<file path="config.mk">
export PLATFORM = sky130hd
export DESIGN_NAME = io_bank_ctrl
export DESIGN_NICKNAME = d
export VERILOG_FILES = /design/src/rtl/io_bank_pkg.sv /design/src/rtl/io_sync_edge.sv /design/src/rtl/io_bank_ctrl.sv
export SDC_FILE = /design/constraint.sdc
export NUM_CORES = 1
export LEC_CHECK = 0
export CORE_ASPECT_RATIO = 0.9
export CORE_MARGIN = 2
export CORE_UTILIZATION = 57
export CTS_CLUSTER_DIAMETER = 30
export DETAILED_ROUTE_END_ITERATION = 8
export MAX_ROUTING_LAYER = met4
export PLACE_DENSITY = 0.79
export RECOVER_POWER = 25
export SYNTH_ARGS = -nofsm -noshare
export SYNTH_HDL_FRONTEND = slang
export SYNTH_SLANG_ARGS = --single-unit
export TNS_END_PERCENT = 10
</file>
<file path="constraint.sdc">
create_clock -name clk -period 2.1 [get_ports clk]
set_clock_uncertainty 0.2 [all_clocks]
set_input_delay 0.21 -clock clk [delete_from_list [all_inputs] [get_ports clk]]
set_output_delay 0.21 -clock clk [all_outputs]
set_load 0.01 [all_outputs]
</file>
<file path="src/rtl/io_bank_pkg.sv">
// rtl/io_bank_pkg.sv - register select codes and word-sizing helpers for the GPIO bank
package io_bank_pkg;

    typedef logic [2:0] io_reg_sel_t;

    localparam io_reg_sel_t REG_OUT     = 3'd0;
    localparam io_reg_sel_t REG_OE      = 3'd1;
    localparam io_reg_sel_t REG_OD      = 3'd2;
    localparam io_reg_sel_t REG_IN      = 3'd3;
    localparam io_reg_sel_t REG_RISE_EN = 3'd4;
    localparam io_reg_sel_t REG_FALL_EN = 3'd5;
    localparam io_reg_sel_t REG_EVT     = 3'd6;
    localparam io_reg_sel_t REG_RSVD    = 3'd7;

    function automatic int calc_nw(input int n_io, input int dw);
        return (n_io + dw - 1) / dw;
    endfunction

    // A single-word bank still keeps one word-select bit in the address.
    function automatic int calc_wb(input int nw);
        return (nw > 1) ? $clog2(nw) : 1;
    endfunction

endpackage

</file>
<file path="src/rtl/io_sync_edge.sv">
// rtl/io_sync_edge.sv - vectorised pad input synchroniser with previous-sample edge detect
module io_sync_edge #(
    parameter int W      = 1,
    parameter int STAGES = 2
) (
    input  logic         clk,
    input  logic         rst_n,
    input  logic [W-1:0] d,
    output logic [W-1:0] in_s,
    output logic [W-1:0] rise,
    output logic [W-1:0] fall
);

    logic [W-1:0] chain [STAGES];
    logic [W-1:0] prev;

    always_ff @(posedge clk or negedge rst_n) begin
        if (!rst_n) begin
            for (int k = 0; k < STAGES; k++) chain[k] <= '0;
            prev <= '0;
        end else begin
            chain[0] <= d;
            for (int k = 1; k < STAGES; k++) chain[k] <= chain[k-1];
            prev <= chain[STAGES-1];
        end
    end

    assign in_s = chain[STAGES-1];
    assign rise = in_s & ~prev;
    assign fall = ~in_s & prev;

endmodule

</file>
<file path="src/rtl/io_bank_ctrl.sv">
// rtl/io_bank_ctrl.sv - GPIO bank: register file, warm-up gate, edge flags, irq and registered pad mux
module io_bank_ctrl
    import io_bank_pkg::*;
#(
    parameter int N_IO        = 48,
    parameter int SYNC_STAGES = 2,
    parameter int DW          = 32,
    localparam int NW         = calc_nw(N_IO, DW),
    localparam int WB         = calc_wb(NW),
    localparam int AW         = 3 + WB
) (
    input  logic            clk,
    input  logic            rst_n,
    input  logic [N_IO-1:0] io_in,
    output logic [N_IO-1:0] io_out,
    output logic [N_IO-1:0] io_oeb,
    input  logic            wr_en,
    input  logic            rd_en,
    input  logic [AW-1:0]   addr,
    input  logic [DW-1:0]   wdata,
    output logic [DW-1:0]   rdata,
    output logic            irq
);

    localparam int            CW       = $clog2(SYNC_STAGES + 2);
    localparam logic [CW-1:0] WARM_MAX = CW'(SYNC_STAGES + 1);

    io_reg_sel_t      reg_sel;
    logic [WB-1:0]    word;
    logic [N_IO-1:0]  out_q, oe_q, od_q, rise_en_q, fall_en_q, evt_q;
    logic [N_IO-1:0]  out_d, oe_d, od_d, rise_en_d, fall_en_d, evt_d;
    logic [N_IO-1:0]  wmask, wbits, clr, events;
    logic [N_IO-1:0]  in_s, rise, fall, rd_vec;
    logic [NW*DW-1:0] rd_pad;
    logic [DW-1:0]    rd_words [NW];
    logic [DW-1:0]    rd_word;
    logic [CW-1:0]    warm_cnt;
    logic             warm_done;

    assign reg_sel   = addr[AW-1:WB];
    assign word      = addr[WB-1:0];
    assign warm_done = (warm_cnt == WARM_MAX);

    io_sync_edge #(.W(N_IO), .STAGES(SYNC_STAGES)) u_sync (
        .clk   (clk),
        .rst_n (rst_n),
        .d     (io_in),
        .in_s  (in_s),
        .rise  (rise),
        .fall  (fall)
    );

    // Pads beyond N_IO have no lane, and out-of-range words never match a pad.
    always_comb begin
        wmask = '0;
        wbits = '0;
        for (int p = 0; p < N_IO; p++) begin
            wmask[p] = (word == WB'(p / DW));
            wbits[p] = wdata[p % DW];
        end
    end

    assign events = warm_done ? ((rise & rise_en_q) | (fall & fall_en_q)) : '0;

    always_comb begin
        out_d     = out_q;
        oe_d      = oe_q;
        od_d      = od_q;
        rise_en_d = rise_en_q;
        fall_en_d = fall_en_q;
        clr       = '0;
        if (wr_en) begin
            case (reg_sel)
                REG_OUT:     out_d     = (out_q     & ~wmask) | (wbits & wmask);
                REG_OE:      oe_d      = (oe_q      & ~wmask) | (wbits & wmask);
                REG_OD:      od_d      = (od_q      & ~wmask) | (wbits & wmask);
                REG_RISE_EN: rise_en_d = (rise_en_q & ~wmask) | (wbits & wmask);
                REG_FALL_EN: fall_en_d = (fall_en_q & ~wmask) | (wbits & wmask);
                REG_EVT:     clr       = wbits & wmask;
                default:     ;
            endcase
        end
        // A same-cycle event overrides a clear of the same flag.
        evt_d = (evt_q & ~clr) | events;
    end

    always_comb begin
        case (reg_sel)
            REG_OUT:     rd_vec = out_q;
            REG_OE:      rd_vec = oe_q;
            REG_OD:      rd_vec = od_q;
            REG_IN:      rd_vec = in_s;
            REG_RISE_EN: rd_vec = rise_en_q;
            REG_FALL_EN: rd_vec = fall_en_q;
            REG_EVT:     rd_vec = evt_q;
            default:     rd_vec = '0;
        endcase
        rd_pad = '0;
        rd_pad[N_IO-1:0] = rd_vec;
    end

    for (genvar w = 0; w < NW; w++) begin : g_rd_word
        assign rd_words[w] = rd_pad[w*DW +: DW];
    end

    assign rd_word = (int'(word) < NW) ? rd_words[word] : '0;

    always_ff @(posedge clk or negedge rst_n) begin
        if (!rst_n) begin
            warm_cnt  <= '0;
            out_q     <= '0;
            oe_q      <= '0;
            od_q      <= '0;
            rise_en_q <= '0;
            fall_en_q <= '0;
            evt_q     <= '0;
            io_out    <= '0;
            io_oeb    <= '1;
            rdata     <= '0;
            irq       <= 1'b0;
        end else begin
            if (!warm_done) warm_cnt <= warm_cnt + CW'(1);
            out_q     <= out_d;
            oe_q      <= oe_d;
            od_q      <= od_d;
            rise_en_q <= rise_en_d;
            fall_en_q <= fall_en_d;
            evt_q     <= evt_d;
            // Open-drain pins only ever pull low; OUT=1 releases the pad.
            io_out    <= out_d & ~od_d;
            io_oeb    <= ~(oe_d & ~(od_d & out_d));
            irq       <= |(evt_q & (rise_en_q | fall_en_q));
            if (rd_en) rdata <= rd_word;
        end
    end

endmodule

</file>
Word level (Yosys, flattened, before mapping)
Cells that the tools add are included.

storage, ports and cells
  register bits = 563
  input bits = 88
  output and inout bits = 129
  word-level logic and storage cells = 72

operators by class
  add/subtract/negate cells = 1
  order comparisons = 1
  equality and inequality tests = 7
  muxes and demuxes = 13
  bitwise operators = 32
  reduce and logical (&&, ||, !) cells = 4

operators by type and width
  operator                                                         count
  48-bit bitwise AND                                               15
  48-bit 2-to-1 mux                                                9
  48-bit OR                                                        8
  48-bit inverter                                                  7
  48-bit case mux with 7 select lines                              1
  32-bit 2-to-1 mux                                                3
  48-bit OR reduction                                              1
  3-bit == test, second input constant                             3
  3-bit by 2-bit == test with 1-bit output, second input constant  2
  2-bit AND reduction                                              2
  3-bit by 1-bit == test with 1-bit output, second input constant  1
  3-bit zero test                                                  1
  2-bit by 1-bit adder with 2-bit output, second input constant    1
  2-bit == test, second input constant                             1
  2-bit >= comparator, second input constant                       1
  1-bit inverter with 2-bit output                                 1
  1-bit inverter                                                   1

Depth between registers and ports, before layout
Gate-level depths: netlist of run 1.

  depth after elaboration = 10
  gate-level depth with buffers = 9

Modules after synthesis
Synthesis of run 1 repeated with hierarchy kept, for this count alone.

unflattened totals
  cells, all modules = 1793
  area, all modules = 23690.2 µm²

by module, submodules not included
  module        instances  cells each  area each (µm²)  sequential area each (µm²)
  io_bank_ctrl  1          1505        18885.6          10545.1
  io_sync_edge  1          288         4804.6           3603.5

Least setup slack after synthesis of run 1
No wires, ideal clock.

  path kind = input -> register
  start = input port addr[1]
  end = register rdata[7]
  setup time = 0.144 ns
  arrival = 1.536 ns
  setup slack = 0.220 ns
  stages on the path = 8
  cell sequence = buf_2 -> buf_4 -> buf_6 -> buf_4 -> mux2i_1 -> nor2_1 -> o41ai_2 -> o221ai_1

between the ends
  cells in the longest elaborated chain, start to end = 5
  elaborated cells on any way between the ends = 11
  classes of those cells = eq/ne: 6; mux: 4; reduce/logical: 1

RTL lines
  item                                                     line                 RTL
  from (decl)                                              io_bank_ctrl.sv:19   input logic [AW-1:0] addr,
  3-bit == test, or another cell as far along              io_bank_ctrl.sv:88   case (reg_sel)
  48-bit case mux with 7 select lines *                    io_bank_ctrl.sv:88
  32-bit 2-to-1 mux (implied by the code) * (3 in series)  io_bank_ctrl.sv:106  assign rd_word = (int'(word) < NW) ? rd_words[word] : '0;
  to (signal assigned)                                     io_bank_ctrl.sv:133  if (rd_en) rdata <= rd_word;
  to (decl)                                                io_bank_ctrl.sv:21   output logic [DW-1:0] rdata,

Every way passes the cells marked *; elsewhere a longest branch is shown, timed or not. The select of a mux whose other input is x is not followed.
A chain may end at the register's enable or synchronous reset.

==> results.py, run 1 <==
metrics = {
    "timing": {
        "slew_headroom_pct": 1.36,
        "maxSlewViolCount": 0,
        "final_hold_viol_count": 0,
        "holdWs_ps": 27.7,
        "post-route-period-util_pct": 98.3,
        "worst_pin_slew_ps": 1480,
        "setup_viol": 0,
        "rsz0062_at_grt": "no",
        "fin_crit_ps": 2060,
        "fmax_ghz": 0.484,
        "setup-tns-final_ps": 0,
    },
    "pwr": {
        "ir_worst_vdd_mv": 0.824,
        "pwr-share-seq_pct": 40.2,
        "p_int_mw": 25.5,
        "p_clk_share_pct": 43.8,
        "p_sw_mw": 9.90,
        "p_total_mw": 35.4,
        "pwr_density_cell_mw_per_mm2": 1160,
        "p_leak_nw": 14.1,
        "switching_share_pct": 28.0,
        "combPwrFrac_pct": 16.0,
    },
    "yosys": {
        "seq_area_frac_synth_pct": 61.4,
        "ys_warn_count": 0,
        "synthFlopType": "dfrtp_1",
        "synth-simple-area-share_pct": 6.89,
        "syn-cell-area_sq_mm": 0.0230,
        "syn_nets": 1856,
        "synth_top_family_by_area": "multiplexers",
        "ys_ff_latch": 563,
        "synth_top_area_share_pct": 55.9,
        "postSynth.asyncResetShare_pct": 100,
        "ys_top_cells_by_area": "dfrtp_1 (56%), mux2_2 (8.9%), mux2i_1 (5.7%), dfstp_2 (5.5%), o21ai_0 (3.2%)",
        "synth_edf_count": 0,
        "yosysTopAreaCell": "dfrtp_1",
        "syn_avg_cell_area_sq_um": 13.0,
        "synth_compound_area_share_pct": 10.4,
        "syn_inst": 1767,
        "synthAdderAreaFrac_pct": 0.0543,
        "synthMuxAreaShare_pct": 16.9,
        "synth_xor_area_share_pct": 0.0380,
        "yosysUniqueCellTypes": 62,
    },
    "floorplan": {
        "die_y_um": 195,
        "die_w_um": 216,
        "initial_utilization_pct": 58.0,
        "dieArea_sq_mm": 0.0420,
        "rows": 69,
        "pin_count": 217,
        "core-area_sq_mm": 0.0397,
    },
    "clock_network": {
        "root_buffer": "clkbuf_16",
        "cts-buffers-inserted": 95,
        "cts_sinks": 563,
        "clk_pin_slew_ps": 50,
        "clk-insertion-delay-late_ps": 630,
        "cts.htree.levels": 3,
        "max-clock-path-buffers": 3,
        "cts_tree": "yes",
    },
    "global_route": {
        "grt_overflow": 0,
        "grt_pass1_wl_mm": 105,
        "first_global_vias": 18000,
        "antenna_found_initial": 4,
        "grt_use_total_pct": 33.8,
        "grt_max_degree": 87,
    },
    "detailed_routing": {
        "drc": 0,
        "ant_nets": 0,
        "via_count": 17000,
        "drt_iter0_drc": 1597,
        "wirelength_mm": 67.4,
        "wire_per_inst_um": 24.2,
        "viasPerCell": 6.12,
        "first_pass_iters": 6,
    },
    "setup_path": {
        "slowest_delay_ps": 450,
        "worstPathArrival_ps": 2310,
        "cp_cell_sequence": "o21ai_0 -> nand4_1 -> nor4_2 -> nand3_1",
        "crit_required_ps": 2340,
        "crit_fanout": 4,
        "crit_type": "flip-flop to flip-flop",
        "cp-end-kind": "flip-flop",
        "worstSetupStartpointType": "flip-flop",
        "slowest_stage": "nor4_2",
    },
    "final_layout": {
        "synthToLayoutAreaGrowth_pct": 32.4,
        "final_layout_size_suffix_gt1_share_pct": 25.8,
        "layout.cells.non_filler": 2781,
        "final_nets": 2253,
        "final_util_pct": 76.8,
        "layout_commonest_cell": "dfrtp_1",
        "layout_common_cells": "dfrtp_1 (515), mux2_2 (182), o21ai_0 (146)",
    },
    "status": {
        "status": "completed",
    },
    "placement": {
        "gp_congestion": 0.921,
        "dp.cells": 2547,
        "dp_hpwl_mm": 43.0,
        "io_buffers": 216,
    },
    "flow_run": {
        "max_cap_violations": 0,
    },
    "worst_hold_path": {
        "worstHoldPathType": "primary input to async pin",
    },
}
-- worst paths after layout --
check / slack, ps / to / cells past startpoint
setup reg to reg: 40 / irq / 4
setup / recovery: 40 / irq / 4
hold / removal: 30 / io_oeb[5] / 2
hold reg to reg: 140 / u_sync.in_s[16] / 0
min in group clk: 40 / rdata[21] / 4
max in group asynchronous: 180 / io_oeb[14] / 4
-- what timing repair did --
item | 4_1_cts | 5_1_grt
resized for setup | 45 | 4
hold buffers | 52 | 0
setup endpoints to repair | 45 | 4
endpoints found under the hold margin | 579 | 0
buffers inserted | 0 | 0
-- cell usage after synthesis, types with 6 or more instances --
library cell	instances
buf_4	12
dfstp_2	48
mux2_1	7
a21oi_1	13
a221o_1	27
nand4_1	12
nor2_1	71
a31oi_1	8
clkbuf_1	40
a22o_1	54
o2bb2ai_1	16
o221ai_1	12
dfrtp_1	515
nand2_1	104
inv_1	110
o21ai_1	7
mux2_2	182
o21ai_0	146
a22oi_1	17
nand3_1	9
nand3b_1	56
buf_6	8
and3_1	6
mux2i_1	131
nor4b_1	6
buf_2	42
mux4_2	20
-- power by group through the flow --
stage          clock, mW  sequential, mW  combinational [mW]
6_report            15.5            14.2                5.65
4_1_cts             15.6            14.2                5.67
2_1_floorplan          0            14.1                2.70
3_3_place_gp           0            14.2                5.46
5_1_grt             16.2            14.4                6.09
3_5_place_dp           0            14.3                5.63
-- layout make-up --
type,instances,area [sq um]
sequential,563,14100
fill,2354,9220
multi-input combinational,987,7930
timing repair buffer,403,4050
clock buffer,113,2570
clock inverter,64,693
tap,532,666
inverter,114,428
antenna,5,12.5
-- per-stage QoR --
stage	cell area, sq um	worst slack, ps
after floorplan	23000	220
after global placement	26800	-130
after detailed placement	26800	-160
after CTS	30500	3.76
after global routing	30500	28.2
final	30500	35.7
-- per-layer routing --
| layer | GRT usage, % | vias up | wire length (um) |
|---|---|---|---|
| li1 | - | 7178 | - |
| met3 | 7.54 | 204 | 5650 |
| met4 | 15.0 | 0 | 2740 |
| met5 | - | - | 0 |
| met2 | 51.1 | 957 | 31800 |
| met1 | 44.2 | 8670 | 27200 |
-- logic make-up after synthesis --
kind of cell    after synthesis
fa+ha+maj                     1
xor+xnor                      1
flops                       563
mux                         340
buf+inv                     217
compound gates              343
simple gates                302
-- worst max-delay path, delay by kind of cell (launching register included) --
kind / cells / cell delay, ps
flops: 1 / 400
compound gates: 1 / 310
simple gates: 3 / 970
Power figures use the tool's default switching activity.
==> run 2, diff against run 1 <==
--- a/config.mk
+++ b/config.mk
@@ -10,6 +10,7 @@
 export CORE_UTILIZATION = 57
 export CTS_CLUSTER_DIAMETER = 30
 export DETAILED_ROUTE_END_ITERATION = 8
+export GPL_TIMING_DRIVEN = 1
 export MAX_ROUTING_LAYER = met4
 export PLACE_DENSITY = 0.79
 export RECOVER_POWER = 25
==> results of run 2 <==
The final DEF is identical to that of run 1; final timing and power are the same.
